## config.mk

```make
export PLATFORM = sky130hd
export DESIGN_NAME = linebuf_fill_sched_flat
export DESIGN_NICKNAME = d
export VERILOG_FILES = /design/src/rtl/linebuf_fill_sched_if.sv /design/src/rtl/linebuf_fill_sched.sv /design/src/flat_wrapper.sv
export SDC_FILE = /design/constraint.sdc
export NUM_CORES = 1
export LEC_CHECK = 0
export ABC_AREA = 1
export CAP_MARGIN = 5
export CORE_ASPECT_RATIO = 1.1
export CORE_MARGIN = 2
export CORE_UTILIZATION = 40
export CTS_CLUSTER_SIZE = 40
export DETAILED_ROUTE_END_ITERATION = 12
export HOLD_SLACK_MARGIN = 0.12
export MAX_ROUTING_LAYER = met4
export PLACE_DENSITY = 0.84
export SLEW_MARGIN = 40
export SYNTH_ARGS = -nofsm -noshare
export SYNTH_HDL_FRONTEND = slang
export SYNTH_SLANG_ARGS = --single-unit
```

## constraint.sdc

```tcl
create_clock -name gclk -period 2.9 [get_ports gclk]
set_clock_uncertainty 0.2 [all_clocks]
set_input_delay 0.725 -clock gclk [delete_from_list [all_inputs] [get_ports gclk]]
set_output_delay 0.725 -clock gclk [all_outputs]
set_load 0.03 [all_outputs]
```

## src/rtl/linebuf_fill_sched_if.sv

```systemverilog
// rtl/linebuf_fill_sched_if.sv - layer requester handshake and line RAM write port bundle
interface linebuf_fill_sched_if #(
    parameter int AW = 10,
    parameter int DW = 16
);
    logic [2:0]      lyr_start;
    logic [2:0]      lyr_gnt;
    logic [2:0]      lyr_vld;
    logic [2:0]      lyr_last;
    logic [3*AW-1:0] lyr_adr;
    logic [3*DW-1:0] lyr_dat;
    logic [9:0]      lyr_line;
    logic            wr_en;
    logic            wr_bank;
    logic [AW-1:0]   wr_adr;
    logic [DW-1:0]   wr_dat;

    modport master (
        output lyr_start, lyr_gnt, lyr_line, wr_en, wr_bank, wr_adr, wr_dat,
        input  lyr_vld, lyr_last, lyr_adr, lyr_dat
    );

    modport slave (
        input  lyr_start, lyr_gnt, lyr_line, wr_en, wr_bank, wr_adr, wr_dat,
        output lyr_vld, lyr_last, lyr_adr, lyr_dat
    );
endinterface

```

## src/rtl/linebuf_fill_sched.sv

```systemverilog
// rtl/linebuf_fill_sched.sv - ping-pong line RAM fill scheduler: clear, gfx, txt, spr phases
// Optional abort/fill-time statistics outputs under macro LBSCHED_STATS_EN.
module linebuf_fill_sched #(
    parameter int LINE_W = 768,
    parameter int AW     = 10,
    parameter int DW     = 16
) (
    input  logic                 gclk,
    input  logic                 rstn,
    input  logic                 hcomp,
    input  logic                 vcomp,
    input  logic                 lramsel,
    input  logic [9:0]           next_line,
    input  logic                 line_vis,
    input  logic [DW-1:0]        bg_color,
    input  logic [2:0]           layer_en,
    linebuf_fill_sched_if.master lb,
    output logic                 busy,
    output logic                 overrun
`ifdef LBSCHED_STATS_EN
    ,
    output logic [15:0]          ovr_cnt,
    output logic [11:0]          last_fill_cyc
`endif
);

    typedef enum logic [2:0] {
        S_IDLE, S_CLEAR, S_GFX, S_TXT, S_SPR, S_DONE
    } state_t;

    state_t          state;
    state_t          state_nxt;
    logic            phase_first;
    logic [10:0]     cnt;
    logic            bank_q;
    logic [9:0]      line_q;
    logic            wr_en_q;
    logic [AW-1:0]   wr_adr_q;
    logic [DW-1:0]   wr_dat_q;
    logic            wr_en_d;
    logic [AW-1:0]   wr_adr_d;
    logic [DW-1:0]   wr_dat_d;
    logic            in_fill;
    logic            abort;
    logic [2:0]      lyr_sel;
    logic [AW-1:0]   sel_adr;
    logic [DW-1:0]   sel_dat;
    logic            sel_last;
    logic            beat_ok;
    logic            beat_last;

    function automatic state_t first_layer(input logic [2:0] en);
        if (en[0]) return S_GFX;
        if (en[1]) return S_TXT;
        if (en[2]) return S_SPR;
        return S_DONE;
    endfunction

    assign in_fill = (state == S_CLEAR) || (state == S_GFX) ||
                     (state == S_TXT)   || (state == S_SPR);
    assign abort   = hcomp && in_fill;

    // Route the granted requester's beat; a new hcomp kills any beat offered that cycle.
    always_comb begin
        lyr_sel  = 3'b000;
        sel_adr  = '0;
        sel_dat  = '0;
        sel_last = 1'b0;
        case (state)
            S_GFX: begin
                lyr_sel  = 3'b001;
                sel_adr  = lb.lyr_adr[0*AW +: AW];
                sel_dat  = lb.lyr_dat[0*DW +: DW];
                sel_last = lb.lyr_last[0];
            end
            S_TXT: begin
                lyr_sel  = 3'b010;
                sel_adr  = lb.lyr_adr[1*AW +: AW];
                sel_dat  = lb.lyr_dat[1*DW +: DW];
                sel_last = lb.lyr_last[1];
            end
            S_SPR: begin
                lyr_sel  = 3'b100;
                sel_adr  = lb.lyr_adr[2*AW +: AW];
                sel_dat  = lb.lyr_dat[2*DW +: DW];
                sel_last = lb.lyr_last[2];
            end
            default: ;
        endcase
    end

    assign beat_ok   = !hcomp && ((lyr_sel & lb.lyr_vld) != 3'b000);
    assign beat_last = beat_ok && sel_last;

    always_ff @(posedge gclk) begin
        if (!rstn) begin
            state       <= S_IDLE;
            phase_first <= 1'b0;
        end else begin
            state       <= state_nxt;
            phase_first <= hcomp || (state_nxt != state);
        end
    end

    // An hcomp in any state (re)starts the line; in a fill state that is the abort path.
    always_comb begin
        state_nxt = state;
        if (hcomp) begin
            state_nxt = line_vis ? S_CLEAR : S_DONE;
        end else begin
            case (state)
                S_CLEAR: if (cnt == 11'(LINE_W - 1)) state_nxt = first_layer(layer_en);
                S_GFX:   if (beat_last) state_nxt = first_layer(layer_en & 3'b110);
                S_TXT:   if (beat_last) state_nxt = first_layer(layer_en & 3'b100);
                S_SPR:   if (beat_last) state_nxt = S_DONE;
                default: ;
            endcase
        end
    end

    always_comb begin
        busy         = in_fill;
        lb.lyr_gnt   = hcomp ? 3'b000 : lyr_sel;
        lb.lyr_start = (hcomp || !phase_first) ? 3'b000 : lyr_sel;
        lb.lyr_line  = line_q;
        lb.wr_bank   = bank_q;
        lb.wr_en     = wr_en_q;
        lb.wr_adr    = wr_adr_q;
        lb.wr_dat    = wr_dat_q;
        wr_en_d      = 1'b0;
        wr_adr_d     = AW'(cnt);
        wr_dat_d     = bg_color;
        if (!hcomp) begin
            if (state == S_CLEAR) begin
                wr_en_d = 1'b1;
            end else if (beat_ok && (sel_dat[DW-1:1] != '0)) begin
                wr_en_d  = 1'b1;
                wr_adr_d = sel_adr;
                wr_dat_d = sel_dat;
            end
        end
    end

    always_ff @(posedge gclk) begin
        if (!rstn) begin
            cnt      <= '0;
            bank_q   <= 1'b0;
            line_q   <= '0;
            overrun  <= 1'b0;
            wr_en_q  <= 1'b0;
            wr_adr_q <= '0;
            wr_dat_q <= '0;
        end else begin
            if (hcomp) begin
                bank_q <= ~lramsel;
                line_q <= next_line;
                cnt    <= '0;
            end else if (state == S_CLEAR) begin
                cnt <= cnt + 11'd1;
            end
            if (abort) begin
                overrun <= 1'b1;
            end else if (vcomp) begin
                overrun <= 1'b0;
            end
            wr_en_q  <= wr_en_d;
            wr_adr_q <= wr_adr_d;
            wr_dat_q <= wr_dat_d;
        end
    end

`ifdef LBSCHED_STATS_EN
    logic [11:0] fill_cyc;

    // fill_cyc counts cycles elapsed since the starting hcomp; DONE lands one cycle later.
    always_ff @(posedge gclk) begin
        if (!rstn) begin
            ovr_cnt       <= '0;
            fill_cyc      <= '0;
            last_fill_cyc <= '0;
        end else begin
            if (abort && (ovr_cnt != 16'hFFFF)) begin
                ovr_cnt <= ovr_cnt + 16'd1;
            end
            if (hcomp) begin
                fill_cyc <= 12'd1;
            end else if (in_fill && (fill_cyc != 12'hFFF)) begin
                fill_cyc <= fill_cyc + 12'd1;
            end
            if (in_fill && !hcomp && (state_nxt == S_DONE)) begin
                last_fill_cyc <= (fill_cyc == 12'hFFF) ? 12'hFFF : fill_cyc + 12'd1;
            end
        end
    end
`endif

endmodule

```

## src/flat_wrapper.sv

```systemverilog
// flat-port wrapper written by rule: the top's interface ports become plain ports
module linebuf_fill_sched_flat 
#(
    parameter int LINE_W = 768,
    parameter int AW     = 10,
    parameter int DW     = 16
)
  (gclk, rstn, hcomp, vcomp, lramsel, next_line, line_vis, bg_color, layer_en, busy, overrun, lb_lyr_start, lb_lyr_gnt, lb_lyr_line, lb_wr_en, lb_wr_bank, lb_wr_adr, lb_wr_dat, lb_lyr_vld, lb_lyr_last, lb_lyr_adr, lb_lyr_dat);
  linebuf_fill_sched_if #(.AW(AW), .DW(DW)) lb_i ();
  input  logic gclk;
  input  logic rstn;
  input  logic hcomp;
  input  logic vcomp;
  input  logic lramsel;
  input  logic [9:0] next_line;
  input  logic line_vis;
  input  logic [DW-1:0] bg_color;
  input  logic [2:0] layer_en;
  output logic busy;
  output logic overrun;
  output wire logic [$bits(lb_i.lyr_start)-1:0] lb_lyr_start;
  output wire logic [$bits(lb_i.lyr_gnt)-1:0] lb_lyr_gnt;
  output wire logic [$bits(lb_i.lyr_line)-1:0] lb_lyr_line;
  output wire logic [$bits(lb_i.wr_en)-1:0] lb_wr_en;
  output wire logic [$bits(lb_i.wr_bank)-1:0] lb_wr_bank;
  output wire logic [$bits(lb_i.wr_adr)-1:0] lb_wr_adr;
  output wire logic [$bits(lb_i.wr_dat)-1:0] lb_wr_dat;
  input wire logic [$bits(lb_i.lyr_vld)-1:0] lb_lyr_vld;
  input wire logic [$bits(lb_i.lyr_last)-1:0] lb_lyr_last;
  input wire logic [$bits(lb_i.lyr_adr)-1:0] lb_lyr_adr;
  input wire logic [$bits(lb_i.lyr_dat)-1:0] lb_lyr_dat;
  assign lb_lyr_start = lb_i.lyr_start;
  assign lb_lyr_gnt = lb_i.lyr_gnt;
  assign lb_lyr_line = lb_i.lyr_line;
  assign lb_wr_en = lb_i.wr_en;
  assign lb_wr_bank = lb_i.wr_bank;
  assign lb_wr_adr = lb_i.wr_adr;
  assign lb_wr_dat = lb_i.wr_dat;
  assign lb_i.lyr_vld = lb_lyr_vld;
  assign lb_i.lyr_last = lb_lyr_last;
  assign lb_i.lyr_adr = lb_lyr_adr;
  assign lb_i.lyr_dat = lb_lyr_dat;
  linebuf_fill_sched #(.LINE_W(LINE_W), .AW(AW), .DW(DW)) u_core (.gclk(gclk), .rstn(rstn), .hcomp(hcomp), .vcomp(vcomp), .lramsel(lramsel), .next_line(next_line), .line_vis(line_vis), .bg_color(bg_color), .layer_en(layer_en), .lb(lb_i), .busy(busy), .overrun(overrun));
endmodule
```

==> results of run 1 <==
## cells in the mapped netlist
library cell,n
a21oi_1,56
a22o_1,11
a31oi_1,2
buf_1,1
buf_2,7
buf_4,2
buf_6,3
clkbuf_1,12
clkinv_1,1
dfxtp_1,54
ha_1,1
inv_1,27
inv_2,3
nand2_1,105
nand2_2,2
nand3_1,52
nand3_4,1
nand4_1,9
nor2_1,57
nor2_2,1
nor3_1,3
nor3_2,1
o211ai_1,1
o21a_1,1
o21ai_0,22
xor2_1,1
## final cells by class
type                            count  area, um2
Inverter                           31        116
Fill cell                         604       2300
Multi-Input combinational cell    326       1540
Timing Repair Buffer              175       1730
Tap cell                           85        106
Clock buffer                        5       68.8
Clock inverter                      3       21.3
Sequential cell                    54       1080
## critical path: stages, from the launching register on
cell and delay [ps]:
dfxtp_2 370, nor2_2 170, nand2_1 130, inv_2 320, nor2_1 90, nand3_1 190
buf_4 210
## through the flow
stage | util | total power [W] | worst slack [ps] | std cells | hold WS (ps)
detailed placement | 0.656 | 0.00141 | 180 | 671 | 259
CTS | 0.669 | 0.00184 | 114 | 679 | 273
global route | 0.670 | 0.00192 | 49.5 | 679 | 291
floorplan | - | 0.00111 | 465 | 436 | 258
global placement | 0.656 | 0.00140 | 220 | 671 | 254
finish | 0.670 | 0.00183 | 167 | 679 | 275
## cells in the final DEF (no fill, tap or decap), types with 2 or more instances in the layout
cell	instances
nand4_1	9
buf_4	16
buf_12	2
o21ai_0	22
dfxtp_1	53
clkdlybuf4s50_1	157
a22o_1	11
inv_2	3
nor2_1	57
a21oi_1	56
nand2_1	105
nand3_1	52
nor3_1	3
clkbuf_8	5
inv_1	27
## how the worst max path moves through the flow
stage / from / to / cells past startpoint
2_1_floorplan: hcomp / lb_lyr_gnt[0] / 3
3_3_place_gp: hcomp / lb_lyr_start[2] / 5
3_5_place_dp: lb_lyr_dat[2] / u_core.lb.wr_dat[11] / 10
4_1_cts: u_core.state[0] / lb_lyr_start[1] / 6
5_1_grt: u_core.state[2] / busy / 5
6_report: u_core.state[0] / busy / 6
## flip-flops by register name (all words and copies together) (netlist names)
signal	count
u_core.cnt	11
u_core.lb.lyr_line	10
u_core.lb.wr_adr	10
u_core.lb.wr_bank	1
u_core.lb.wr_dat	16
u_core.lb.wr_en	1
u_core.overrun	1
u_core.phase_first	1
u_core.state	3
## kinds of logic after synthesis
| family | count (synthesis) | synth area share |
|---|---|---|
| buf+inv | 56 | 0.0873 |
| compound gates | 93 | 0.180 |
| flops | 54 | 0.379 |
| fa+ha+maj | 1 | 0.00439 |
| simple gates | 231 | 0.346 |
| xor+xnor | 1 | 0.00307 |
## power by group through the flow
stage	logic, W	clock network [W]	registers, W
6_report	0.000602	0.000434	0.000799
5_1_grt	0.000651	0.000463	0.000802
4_1_cts	0.000599	0.000438	0.000798
3_5_place_dp	0.000596	0	0.000815
3_3_place_gp	0.000588	0	0.000814
2_1_floorplan	0.000237	0	0.000874
## per-layer routing
| metal | vias to the layer above | routed length, um |
|---|---|---|
| met4 | 0 | 272 |
| met1 | 1623 | 4030 |
| met5 | - | 0 |
| met2 | 155 | 5210 |
| li1 | 1757 | - |
| met3 | 22 | 663 |
==> results by group, run 1 <==
Worst setup path
  • Reg2Reg Capture Point: u_core.lb.wr_adr[7]
  • Beginning of the worst register-to-register path: u_core.state[2]
  • Kind of end point of the critical path: output pin
  • Maximum fanout along the worst path: 19
  • Startpoint kind of the worst setup timing path: flip-flop
  • CP required: 1980 ps
  • Crit path kind: reg -> out
  • Minimum setup slack among reg-to-reg paths: 370 ps
  • Data arrival time at the worst-slack endpoint: 1810 ps
  • Reg2Reg Depth: 13

STA
  • Summed negative setup slack over all endpoints: 0 ps
  • Slew Limit Fails: 0
  • Transition time of the tightest slew-check pin: 529 ps
  • Minimum period implied by the final worst setup slack: 2730 ps
  • Period utilisation layout: 0.942
  • Final hold violation count: 0
  • Max-slew headroom at the worst pin: 0.647
  • Max Clock Freq: 0.366 GHz
  • Setup-failing EPs final: 0
  • Setup repair after global routing missed its margin: false

GRT
  • Number of global-route vias before repair: 3488
  • Leftover overflow at the end of global routing: 0
  • Overall fraction of global-route tracks in use: 0.264
  • Met3 track demand over resource in global routing: 0.0499
  • Met2 GRT Util: 0.466
  • Initial antenna violation count: 0
  • Pin count of the biggest net entering global routing: 33
  • Most congested layer reported by global routing: met2
  • First-pass GRT wire length: 16.3 mm
  • Met1 track demand over resource: 0.293

Final layout
  • Total Nets Final: 713
  • Fraction of layout cells with a size suffix above 1: 0.0606
  • Final design instance area without fill: 0.00467 mm2
  • Diode count: 0
  • Area added between synthesis and finish: 63.6%

Clocking
  • Number of buffers inserted to repair setup after CTS: 0
  • Clock transition at the registers of the reported paths: 100 ps
  • Root cell of the clock tree: clkbuf_8
  • Hold buffers post-CTS: 0
  • CTS tree: built
  • H-tree depth reported by CTS: 2
  • Clock net sink count: 54
  • TritonCTS Buffers: 5
  • Post-CTS Resized: 0
  • Clock latency on the worst-skew pair: 310 ps
  • Maximum root-to-sink buffer count: 2

Route
  • Wire length per cell after detailed routing: 15.0 um
  • Remaining DRCs: 0
  • Number of vias per cell: 5.24
  • Antenna viol nets, final: 0
  • Total iterations of the first detailed-routing run: 4
  • Via Count: 3557
  • Violation count after the first detailed-route iteration: 187
  • Total wirelength of the detailed-routed design: 10.2 mm

Power
  • Portion of total power attributed to sequential cells: 0.435
  • Worst ir drop on vdd: 0.268 mV
  • Clock group share of total power: 0.237
  • Total power divided by cell area: 393 mW/mm2
  • Comb power frac: 0.328
  • Sw power: 0.000590 W
  • Internal cell power: 0.00124 W
  • LEAKAGE: 1.89 nW
  • Share of total power consumed by net switching: 0.322

Floorplanning
  • Initial standard-cell utilization of the core: 0.409
  • Die X-Extent: 84.5 um
  • Die height: 92.6 um
  • Placement row count: 32
  • Die ar.: 0.00782 mm2
  • Top-level port count: 165
  • Area of the core: 0.00697 mm2

Hold path
  • Startpoint of the lowest-slack hold path: u_core.overrun
  • Sink of the worst hold path: u_core.overrun
  • Worst hold path depth: 2
  • Type of the tightest min-delay check: reg -> reg

Synth
  • Sequential area share after synthesis: 0.379
  • Number of instances in the synthesized netlist: 436
  • #FFs+latches synth: 54
  • Count of yosys warnings during synthesis: 0
  • Synthesized Nets: 556
  • Total standard cell area after synthesis: 0.00285 mm2
  • Distinct cell type count after synthesis: 26
  • Top-area cell type share of the netlist area: 0.379
  • Top area cells in the synthesized netlist: dfxtp_1 (38%), nand2_1 (14%), a21oi_1 (9.8%)
  • Post-Syn Area per Cell: 6.54 um2
  • Yosys top cell by area: dfxtp_1

Placed design
  • Area after detailed placement: 0.00457 mm2
  • IO Port Bufs: 164
  • Global placement routability congestion: 0.918
  • Half-perimeter wire length after detailed placement: 7.86 mm

Flow run
  • Number of maximum-capacitance constraint violations: 0

Run status
  • Outcome: completed
Power figures use the tool's default switching activity.
==> inputs of run 2 (changes only) <==
--- a/config.mk
+++ b/config.mk
@@ -6,6 +6,7 @@
 export NUM_CORES = 1
 export LEC_CHECK = 0
 export ABC_AREA = 1
+export ABC_CLOCK_PERIOD_IN_PS = 2900
 export CAP_MARGIN = 5
 export CORE_ASPECT_RATIO = 1.1
 export CORE_MARGIN = 2
==> results of run 2 <==
The final DEF is identical to that of run 1; final timing and power are the same.
